===== config.mk =====
export PLATFORM = sky130hd
export DESIGN_NAME = chess_countdown
export DESIGN_NICKNAME = d
export VERILOG_FILES = /design/src/rtl/chess_countdown.sv
export SDC_FILE = /design/constraint.sdc
export NUM_CORES = 1
export LEC_CHECK = 0
export BUFFER_PORTS_ARGS = -buffer_cell sky130_fd_sc_hd__clkbuf_2
export CAP_MARGIN = 15
export CORE_MARGIN = 3
export CORE_UTILIZATION = 50
export CTS_CLUSTER_DIAMETER = 60
export DETAILED_ROUTE_END_ITERATION = 16
export GPL_TIMING_DRIVEN = 0
export PLACE_DENSITY = 0.75
export REMOVE_ABC_BUFFERS = 1
export SYNTH_ARGS = -nofsm -noshare
export SYNTH_HDL_FRONTEND = slang
export SYNTH_SLANG_ARGS = --single-unit

===== constraint.sdc =====
create_clock -name clk -period 2.7 [get_ports clk]
set_input_delay 0.54 -clock clk [delete_from_list [all_inputs] [get_ports clk]]
set_output_delay 0.54 -clock clk [all_outputs]
set_load 0.02 [all_outputs]

===== src/rtl/chess_countdown.sv =====
// Two-player chess clock: one shared prescaler ticks the active player's mm:ss down,
// flagging whoever reaches 00:00 first. Optional per-move increment under `CHESS_INC_EN.
module chess_countdown #(
  parameter int CLK_DIV = 100000000,
  parameter int INC_SEC = 5
) (
  input  logic        clk,
  input  logic        rst,
  input  logic        load,
  input  logic [23:0] loadData,
  input  logic        startPause,
  input  logic        playerSel,
  output logic [23:0] countedTime,
  output logic        running,
  output logic        flagA,
  output logic        flagB
);

  localparam int PW = (CLK_DIV > 1) ? $clog2(CLK_DIV) : 1;
  localparam logic [PW-1:0] PRESC_MAX = PW'(CLK_DIV - 1);

  typedef enum logic [1:0] {
    IDLE  = 2'd0,
    RUN   = 2'd1,
    PAUSE = 2'd2,
    FLAG  = 2'd3
  } state_t;

  state_t          state_q, state_d;
  logic [PW-1:0]   presc_q, presc_d;
  logic [23:0]     time_q, time_d;
  logic            sel_q, sel_d;
  logic            flag_a_q, flag_a_d;
  logic            flag_b_q, flag_b_d;

  logic [11:0]     act_t;
  logic [11:0]     new_t;
  logic            tc;
  logic            sel_chg;
  logic            hit_zero;

  // Time fields are {min[5:0], sec[5:0]}.
  function automatic logic [11:0] clamp_sec(input logic [11:0] t);
    return {t[11:6], (t[5:0] > 6'd59) ? 6'd59 : t[5:0]};
  endfunction

  function automatic logic [11:0] dec_time(input logic [11:0] t);
    if (t[5:0] != 6'd0)
      return {t[11:6], t[5:0] - 6'd1};
    else if (t[11:6] != 6'd0)
      return {t[11:6] - 6'd1, 6'd59};
    else
      return t;
  endfunction

`ifdef CHESS_INC_EN
  // Add INC_SEC seconds with carry into minutes, saturating at 63:59.
  function automatic logic [11:0] inc_time(input logic [11:0] t);
    int unsigned total;
    total = 32'(t[11:6]) * 60 + 32'(t[5:0]) + 32'(INC_SEC);
    if (total > 32'd3839) total = 32'd3839;
    return {6'(total / 60), 6'(total % 60)};
  endfunction
`endif

  always_comb begin
    state_d  = state_q;
    presc_d  = presc_q;
    time_d   = time_q;
    sel_d    = playerSel;
    flag_a_d = flag_a_q;
    flag_b_d = flag_b_q;
    hit_zero = 1'b0;
    tc       = (presc_q == PRESC_MAX);
    sel_chg  = (playerSel != sel_q);
    // sel_q is the player who owned the elapsing second, even on the cycle of a switch.
    act_t    = sel_q ? time_q[11:0] : time_q[23:12];
    new_t    = act_t;

    if (load) begin
      time_d   = {clamp_sec(loadData[23:12]), clamp_sec(loadData[11:0])};
      presc_d  = '0;
      flag_a_d = 1'b0;
      flag_b_d = 1'b0;
      state_d  = IDLE;
    end else begin
      case (state_q)
        IDLE:  if (startPause) state_d = RUN;
        PAUSE: if (startPause) state_d = RUN;
        FLAG:  state_d = FLAG;
        RUN: begin
          if (act_t == 12'd0) begin
            hit_zero = 1'b1;
          end else begin
            new_t = tc ? dec_time(act_t) : act_t;
            if (new_t == 12'd0) hit_zero = 1'b1;
`ifdef CHESS_INC_EN
            else if (sel_chg) new_t = inc_time(new_t);
`endif
          end
          presc_d = (sel_chg || tc) ? '0 : presc_q + 1'b1;
          if (sel_q) time_d[11:0] = new_t;
          else       time_d[23:12] = new_t;
          if (hit_zero) begin
            if (sel_q) flag_b_d = 1'b1;
            else       flag_a_d = 1'b1;
            state_d = FLAG;
          end else if (startPause) begin
            state_d = PAUSE;
          end
        end
        default: state_d = IDLE;
      endcase
    end
  end

  always_ff @(posedge clk or posedge rst) begin
    if (rst) begin
      state_q  <= IDLE;
      presc_q  <= '0;
      time_q   <= 24'h000000;
      sel_q    <= 1'b0;
      flag_a_q <= 1'b0;
      flag_b_q <= 1'b0;
    end else begin
      state_q  <= state_d;
      presc_q  <= presc_d;
      time_q   <= time_d;
      sel_q    <= sel_d;
      flag_a_q <= flag_a_d;
      flag_b_q <= flag_b_d;
    end
  end

  assign countedTime = time_q;
  assign running     = (state_q == RUN);
  assign flagA       = flag_a_q;
  assign flagB       = flag_b_q;

endmodule


# Yosys cells after proc, flatten, opt, wreduce, memory -nomap -nowiden
# Index checks and enable logic that the tools add are counted.
# classes
addsub	3
magnitude_cmp	2
eq_ne	8
n_mux	34
n_reduce_logical	15
# ops
op	n
12-bit 2-to-1 mux	10
27-bit 2-to-1 mux	3
24-bit 2-to-1 mux	2
27-bit by 1-bit adder with 27-bit output (second input constant)	1
27-bit == test (second input constant)	1
12-bit zero test	2
6-bit > comparator (second input constant)	2
1-bit 2-to-1 mux	12
6-bit 2-to-1 mux	2
6-bit nonzero test	2
6-bit by 1-bit subtractor with 6-bit output (second input constant)	2
2-bit 2-to-1 mux	4
2-bit case mux with 3 select lines	1
2-bit AND reduction	3
3-bit AND reduction	2
2-bit nonzero test	3
2-bit == test (second input constant)	2
4-bit by 3-bit inequality test with 1-bit output (second input constant)	1
3-bit by 1-bit inequality test with 1-bit output (second input constant)	1
2-bit by 1-bit == test with 1-bit output (second input constant)	1
2-bit zero test	1
2-bit inequality test (second input constant)	1
2-bit OR reduction	1
1-bit logical OR	1
1-bit inequality test	1
# word_totals
register_bits	56
out_inout_bits	27
word_cells	69

# Logic depth before layout (Yosys ltp)
# Gate-level depths: netlist of the first run.
# depth
ltp_word	16
ltp_mapped	12
ltp_nobuf	10

# Worst setup path after synthesis of the first run
# OpenSTA, ideal clock, no wires.
# synth_timing
path_type	reg-to-reg
from	register sel_q
to	register state_q[0]
setup_ns	0.099
arrival_time_ns	2.795
required_ns	2.601
path_slack_ns	-0.195
path_stages_with_launch	13
n_path_buf	2
period_less_slack_ns	2.895
path_cell_list	dfrtp_1 -> buf_4 -> buf_2 -> mux2_2 -> inv_1 -> ha_1 -> o211ai_2 -> nor4_2 -> xor2_1 -> nand3_1 -> nor4_2 -> a21oi_1 -> a311oi_1
# synth_between
elab_chain_len	16
word_cells_on_any_way	22
cone_classes	2 x add/sub; 1 x eq/ne; 14 x mux; 5 x reduce/logical
# synth_lines
item	line_no	text
from (decl)	32	logic sel_q, sel_d;
from (signal assigned)	129	sel_q <= sel_d;
12-bit 2-to-1 mux *	77	act_t = sel_q ? time_q[11:0] : time_q[23:12];
6-bit by 1-bit subtractor with 6-bit output or 6-bit nonzero test (tied branches)	51, 50	
12-bit 2-to-1 mux	50	else if (t[11:6] != 6'd0)
12-bit 2-to-1 mux	48	if (t[5:0] != 6'd0)
12-bit 2-to-1 mux	92	if (act_t == 12'd0) begin
12-bit 2-to-1 mux	87	case (state_q)
12-bit 2-to-1 mux	80	if (load) begin
12-bit 2-to-1 mux	95	new_t = tc ? dec_time(act_t) : act_t;
12-bit zero test	96	if (new_t == 12'd0) hit_zero = 1'b1;
1-bit 2-to-1 mux	96	
1-bit 2-to-1 mux *	92	
1-bit 2-to-1 mux *	87	
1-bit 2-to-1 mux *	80	
2-bit 2-to-1 mux	104	if (hit_zero) begin
2-bit case mux with 3 select lines	87	
2-bit 2-to-1 mux	80	
to (signal assigned)	126	state_q <= state_d;
to (decl)	29	state_t state_q, state_d;
# Every way passes the cells marked *; elsewhere a longest branch is shown, timed or not. The select of a mux whose other input is x is not followed.
# A chain may end at the register's enable or synchronous reset.

# Final worst setup path of the first run
# layout_timing
from	register sel_q
to	register flag_a_q, in the netlist flagA
# layout_between
elab_chain_len	15
word_cells_on_any_way	20
cone_classes	2 x add/sub; 1 x eq/ne; 11 x mux; 6 x reduce/logical
# layout_lines
item	line_no	text
12-bit 2-to-1 mux	77	
6-bit by 1-bit subtractor with 6-bit output or 6-bit nonzero test (tied branches)	51, 50	
12-bit 2-to-1 mux	50	
12-bit 2-to-1 mux	48	
12-bit 2-to-1 mux	92	
12-bit 2-to-1 mux	87	
12-bit 2-to-1 mux	80	
12-bit 2-to-1 mux	95	
12-bit zero test	96	
1-bit 2-to-1 mux	96	
1-bit 2-to-1 mux	92	
1-bit 2-to-1 mux	87	
1-bit 2-to-1 mux	80	
2-bit nonzero test (no source line)	--	
3-bit AND reduction (no source line) *	--	
to (signal assigned)	130	flag_a_q <= flag_a_d;
to (decl)	33	logic flag_a_q, flag_a_d;
# Marks and branches as above.

==> flow_summary.json, run 1 <==
{
  "fin_crit_ps": 2711,
  "grt_util_met2_pct": 36.10,
  "path_clk_slew_ps": 100,
  "fillers": 537,
  "use_met1_pct": 34.23,
  "gp_congestion": 0.8476,
  "coreArea_sq_um": 6568,
  "worstSetupEndpointType": "register",
  "h-tree-depth": 2,
  "worstPathArrival_ps": 2930,
  "root_buffer": "clkbuf_8",
  "critPathLaunchType": "register",
  "firstDrtPassIters": 5,
  "synth_cell_type_count": 49,
  "cts_sinks": 56,
  "placed_area_sq_um": 3837,
  "cts_tree": "done",
  "tightestPinTransition_ps": 987.9,
  "grt_use_met3_pct": 3.226,
  "ys_seq_area_share_pct": 40.20,
  "io_buffers": 55,
  "hold_viol": 0,
  "crit_type": "register to register",
  "drc": 0,
  "die_h_microns": 89.50,
  "initial_core_util_pct": 53.08,
  "grt_pass1_vias": 3083,
  "final_antenna_net_count": 0,
  "cts_made_buffers": 5,
  "status": "complete, but fails checks",
  "synthArstFlopShare_pct": 100.0,
  "antenna_found_initial": 0,
  "max-clock-path-buffers": 2,
  "setup_viol": 2,
  "drt_iter0_drc": 365,
  "fp-row-count": 29,
  "leakagePower_uw": 0.001814,
  "area_growth_pct": 20.75,
  "violations": "negative setup slack",
  "yosysWarnings": 0,
  "clk_latency_ps": 320,
  "powerDensity_nw_per_um2": 458.7,
  "hold_buffers": 0,
  "peakVddDrop_mv": 0.2885,
  "synthFlopType": "dfrtp_1",
  "whs_ps": 161.3,
  "power_uw": 1931,
  "grt_first_pass_wirelength_microns": 14770,
  "finalInstanceArea_sq_um": 4209,
  "netlist_instances": 407,
  "top_usage_layer": "met2",
  "cp.required_ps": 2920,
  "dieWidth_microns": 89.50,
  "antennaDiodeCount": 0,
  "fin_cells": 558,
  "nets": 498,
  "synth_edf_count": 0,
  "period_share_pct": 100.4,
  "grt_max_degree": 49,
  "die-area_sq_um": 8009,
  "min_path_type": "input port to asynchronous set/reset pin",
  "syn_area_sq_um": 3486,
  "via_per_inst": 5.853,
  "grt_usage_pct": 23.51,
  "finalMaxSlewViolations": 0,
  "dpl.hpwl_microns": 6172,
  "crit_fanout": 6,
  "rsz0062_at_grt": "true",
  "routedWlPerCell_microns": 16.06,
  "routed_wl_microns": 8959,
  "drive_gt1_share_pct": 25.59,
  "setup_ws_ps": -10.77,
  "finalClockSkew_ps": 9.820,
  "synth-seq-cells": 56,
  "layout_common_cells": "55 x dfrtp_1, 55 x clkbuf_2, 51 x nand2_1, 45 x nor2_1, 44 x o21ai_0",
  "fmax_mhz": 368.9,
  "synth_area_per_cell_sq_um": 8.565,
  "ios": 56,
  "max-slew-margin-rel_pct": 33.84,
  "vias": 3266,
  "overflow": 0,
  "cap_violations": 0,
  "dpl.cell_count": 538
}
==> critical path: stages (launching register included) <==
cell and delay, ps:
dfrtp_4 550, mux2_4 340, inv_4 70, ha_4 160, o211ai_4 120, nor4_4 310, buf_4 170, xor2_2 150
nand3_1 120, nor4_2 220, nand2_1 170, a211oi_1 230
==> power breakdown <==
part	switching, uW	internal (uW)	total [uW]
Sequential	70.2	882	953
Clock	280	230	509
Combinational	282	187	469
Total	632	1300	1930
==> timing repair <==
action,in CTS,in global routing
pin swaps,5,3
endpoints found under the setup margin,28,8
setup buffers,11,2
gates resized for setup,21,12
gates cloned,0,0
==> per-stage QoR <==
step / setup slack (ps) / setup TNS, ps / util (%)
after floorplan: -409.6 / -1655 / -
after global placement: -863.2 / -12840 / 57.78
after detailed placement: -1009 / -11490 / 58.43
after CTS: 1.078 / 0 / 62.98
after global routing: -131.3 / -416.2 / 64.09
final: -10.77 / -17.83 / 64.09
==> sequential cells by signal (all words and copies together), names as in the netlist <==
name,flops
flagA,1
countedTime,24
presc_q,27
sel_q,1
flagB,1
state_q,2
==> worst paths after layout <==
| path | startpoint | to | slack, ps | cells after the start |
|---|---|---|---|---|
| worst min-delay path | rst | countedTime[7]$_DFFE_PP0P_ | 160 | 2 |
| max in group asynchronous | rst | sel_q$_DFF_PP0_ | 1990 | 3 |
| worst min register to register | presc_q[21]$_DFFE_PP0P_ | presc_q[21]$_DFFE_PP0P_ | 530 | 1 |
| worst max-delay path | sel_q$_DFF_PP0_ | flagA$_DFFE_PP0P_ | -10 | 11 |
| min in group clk | playerSel | sel_q$_DFF_PP0_ | 360 | 1 |
| worst max register to register | sel_q$_DFF_PP0_ | flagA$_DFFE_PP0P_ | -10 | 11 |
==> logic make-up after synthesis <==
| kind of cell | synth area share, % |
|---|---|
| adder cells (fa/ha/maj) | 1.436 |
| AND/OR/NAND/NOR | 26.06 |
| XOR/XNOR | 4.020 |
| flip-flops | 40.20 |
| buffers and inverters | 3.230 |
| multiplexers | 8.866 |
| AO/OA/AOI/OAI | 16.19 |
==> per-layer routing <==
layer / part of all wire (%) / up-vias
li1: - / 1587
met1: 47 / 1548
met2: 46 / 119
met3: 5.8 / 12
met4: 1.4 / 0
met5: 0 / -
==> synth_stat cells, types with 2 or more instances <==
library cell	instances	share of area, %
nor3_1	19	2.7
nand4_1	15	2.7
ha_1	4	1.4
and3_1	2	0.36
nor4_2	3	1.1
a211oi_1	5	1.1
a21oi_1	24	3.4
nand2_1	52	5.6
nor2_1	46	5.0
xor2_1	9	2.3
nor2b_1	6	1.1
o31ai_1	6	1.3
nand3_1	14	2.0
xnor2_1	7	1.8
nor3b_1	3	0.65
a21o_1	2	0.43
clkbuf_1	15	1.6
mux2_2	7	2.3
o21ai_0	44	6.3
buf_2	3	0.43
o22ai_1	3	0.54
mux2i_1	23	6.6
dfrtp_1	56	40
or2_2	2	0.36
inv_1	8	0.86
and2_1	2	0.36
nor4b_2	2	0.86
nor4_1	4	0.72
==> layout make-up <==
type	count	area [sq um]	area share [%]
flip-flops and latches	56	1405	33.38
well taps	93	116.4	2.765
repair buffers	71	435.4	10.34
multi-input cells	323	2123	50.45
inverters	8	32.53	0.7729
clock buffers	7	96.34	2.289
(Power assumes the default switching activity.)
==> inputs of run 2 (changes only) <==
--- a/config.mk
+++ b/config.mk
@@ -5,14 +5,15 @@
 export SDC_FILE = /design/constraint.sdc
 export NUM_CORES = 1
 export LEC_CHECK = 0
-export BUFFER_PORTS_ARGS = -buffer_cell sky130_fd_sc_hd__clkbuf_2
+export ABC_AREA = 1
+export BUFFER_PORTS_ARGS = -buffer_cell sky130_fd_sc_hd__buf_4
 export CAP_MARGIN = 15
 export CORE_MARGIN = 3
 export CORE_UTILIZATION = 50
 export CTS_CLUSTER_DIAMETER = 60
 export DETAILED_ROUTE_END_ITERATION = 16
 export GPL_TIMING_DRIVEN = 0
-export PLACE_DENSITY = 0.75
+export PLACE_DENSITY = 0.74
 export REMOVE_ABC_BUFFERS = 1
 export SYNTH_ARGS = -nofsm -noshare
 export SYNTH_HDL_FRONTEND = slang
==> run 2 against run 1 <==
  * The run now ends clean
  * Synthesized area is 10% higher
  * Via count is 19% higher
  * Synthesized cell count up 38%
  * Non-clock buffer count down 4
  * Utilization is 2.4 points lower
  * Critical path depth rose by 9
  * Clock skew fell by 4.5 ps
  * Total power rose by 9.5%
  * Largest cell class unchanged
  * Highest routed layer unchanged
==> flow_summary.json, run 2 <==
{
  "synthFlopType": "dfrtp_1",
  "routed_wl_microns": 10010,
  "finalInstanceArea_sq_um": 4547,
  "syn_area_sq_um": 3851,
  "cts_sinks": 56,
  "die-area_sq_um": 8792,
  "synth_area_leaders": "dfrtp_1 36%, nand2_1 17%, inv_1 7.3%, nor2_1 6.3%, nand3_1 4.3%",
  "fin_cells": 722,
  "max-clock-path-buffers": 2,
  "period_share_pct": 92.32,
  "synth_edf_count": 0,
  "max-slew-margin-rel_pct": 50.29,
  "peakVddDrop_mv": 0.2784,
  "die_h_microns": 93.77,
  "fillers": 705,
  "synth_area_per_cell_sq_um": 6.840,
  "gp_congestion": 0.9149,
  "synth_cell_type_count": 41,
  "drive_gt1_share_pct": 17.98,
  "layout_common_cells": "169 x nand2_1, 73 x inv_1, 64 x buf_4, 63 x nor2_1, 55 x dfrtp_1",
  "r2r_start": "sel_q$_DFF_PP0_",
  "coreArea_sq_um": 7370,
  "multi_input_area_sq_um": 2091,
  "grt_max_degree": 33,
  "clock_power_share_pct": 23.2,
  "r2r-end": "flagB$_DFFE_PP0P_",
  "intPower_uw": 1364,
  "yosysTopAreaCell": "dfrtp_1",
  "finalMaxSlewViolations": 0,
  "worstSetupEndpointType": "register",
  "fin_crit_ps": 2493,
  "path_clk_slew_ps": 100,
  "h-tree-depth": 2,
  "root_buffer": "clkbuf_8",
  "regArea_sq_um": 1405,
  "largest_reg_flops": 27,
  "ios": 56,
  "status": "completed",
  "clk_latency_ps": 320,
  "cts_tree": "done",
  "nets": 655,
  "reg2reg_slack_ps": 210,
  "grt_usage_pct": 23.35,
  "yosysWarnings": 0,
  "p_sw_share_pct": 35.49,
  "drc": 0,
  "firstDrtPassIters": 5,
  "fp-row-count": 31,
  "max_flop_register": "presc_q",
  "drt_iter0_drc": 247,
  "r2r_cells": 20,
  "tightestPinTransition_ps": 744.6,
  "fmax_mhz": 401.2,
  "netlist_instances": 563,
  "crit_fanout": 9,
  "placed_area_sq_um": 4348,
  "critPathLaunchType": "register",
  "yosysMostFrequentCell": "nand2_1",
  "dpl.hpwl_microns": 7456,
  "io_buffers": 55,
  "antennaDiodeCount": 0,
  "synth_top_area_share_pct": 36.39,
  "synthArstFlopShare_pct": 100.0,
  "power.share.sequential_pct": 45.6,
  "cp.required_ps": 2910,
  "synth-seq-cells": 56,
  "crit_type": "register to register",
  "cap_violations": 0,
  "finalClockSkew_ps": 5.282,
  "initial_core_util_pct": 52.26,
  "final_antenna_net_count": 0,
  "ys_seq_area_share_pct": 36.39,
  "min_path_type": "input port to asynchronous set/reset pin",
  "grt_pass1_vias": 3656,
  "leakagePower_uw": 0.002262,
  "area_growth_pct": 18.06,
  "antenna_found_initial": 0,
  "dpl.cell_count": 705,
  "hold_viol": 0,
  "grt_first_pass_wirelength_microns": 16470,
  "via_per_inst": 5.396,
  "ys_top_cells_by_count": "170 x nand2_1, 75 x inv_1, 65 x nor2_1",
  "final_common_cell": "nand2_1",
  "powerDensity_nw_per_um2": 465.0,
  "setup_viol": 0,
  "power.switching_uw": 750.2,
  "dieWidth_microns": 93.77,
  "worstPathArrival_ps": 2710,
  "cts_made_buffers": 5,
  "overflow": 0,
  "vias": 3896,
  "pwr-share-comb_pct": 31.2,
  "routedWlPerCell_microns": 13.86
}
## run 2: area by class of cell
type                       instances  share of cell area [%]
inverter                          79                   6.907
tap                               99                   2.724
timing repair buffer              67                   11.50
clock buffer                       8                   1.981
sequential                        56                   30.90
multi-input combinational        413                   45.98
## run 2: cells by family after synthesis
| group | synth area share [%] |
|---|---|
| AND/OR/NAND/NOR | 37.10 |
| XOR/XNOR | 3.184 |
| buffers and inverters | 9.974 |
| flip-flops | 36.39 |
| adder cells (fa/ha/maj) | 1.300 |
| AO/OA/AOI/OAI | 12.05 |
## run 2: critical path, stage by stage (launching register included)
cell	delay (ps)
dfrtp_4	500
clkinv_8	90
nand2_2	80
o21ai_4	70
inv_2	80
ha_1	190
nand3_1	130
nor2_4	180
nand2_4	110
clkinv_4	80
nand2_2	70
nand3_1	80
nand2_1	80
inv_1	70
nand2_1	60
nor2_1	130
nand3_2	110
nand2_2	100
nand2_1	50
nand2_1	50
nand2_1	40
## run 2: power groups by stage
stage	clock network, uW	logic (uW)	registers, uW
floorplan	0	325	1040
global placement	0	607	978
detailed placement	0	631	980
CTS	504	638	964
global route	538	734	973
finish	491	660	963
## run 2: timing repair
item,CTS,global route
setup endpoints to repair,35,23
hold buffers,0,0
gates cloned,0,0
gates resized for setup,6,8
setup buffers,1,8
pin swaps,0,1
## run 2: how the worst max path moves through the flow
stage / from / endpoint / slack (ps)
global placement: sel_q$_DFF_PP0_ / flagB$_DFFE_PP0P_ / -440
global route: sel_q$_DFF_PP0_ / flagB$_DFFE_PP0P_ / -9
CTS: sel_q$_DFF_PP0_ / flagB$_DFFE_PP0P_ / 0.7
finish: sel_q$_DFF_PP0_ / flagB$_DFFE_PP0P_ / 210
floorplan: sel_q$_DFF_PP0_ / flagB$_DFFE_PP0P_ / 150
detailed placement: sel_q$_DFF_PP0_ / flagB$_DFFE_PP0P_ / -510
## run 2: per-layer routing
layer  vias to the layer above  wire length (microns)  global-route usage, %
met4                         0                    112                  7.702
met5                         -                      0                      0
met2                       101                   4678                  37.85
li1                       1929                      -                      -
met3                        14                    450                  3.446
met1                      1852                   4766                  31.99
## run 2: through the flow
stage / hold WS (ps) / worst slack (ps) / setup TNS (ps) / utilization (%) / total power, uW
global route: 335.8 / -9.401 / -9.401 / 61.70 / 2245
global placement: 458.6 / -435.5 / -7591 / 58.42 / 1586
CTS: 342.3 / 0.6817 / 0 / 60.48 / 2106
floorplan: 468.6 / 149.0 / 0 / - / 1366
finish: 351.6 / 207.3 / 0 / 61.70 / 2114
detailed placement: 467.5 / -511.5 / -9154 / 59.00 / 1611
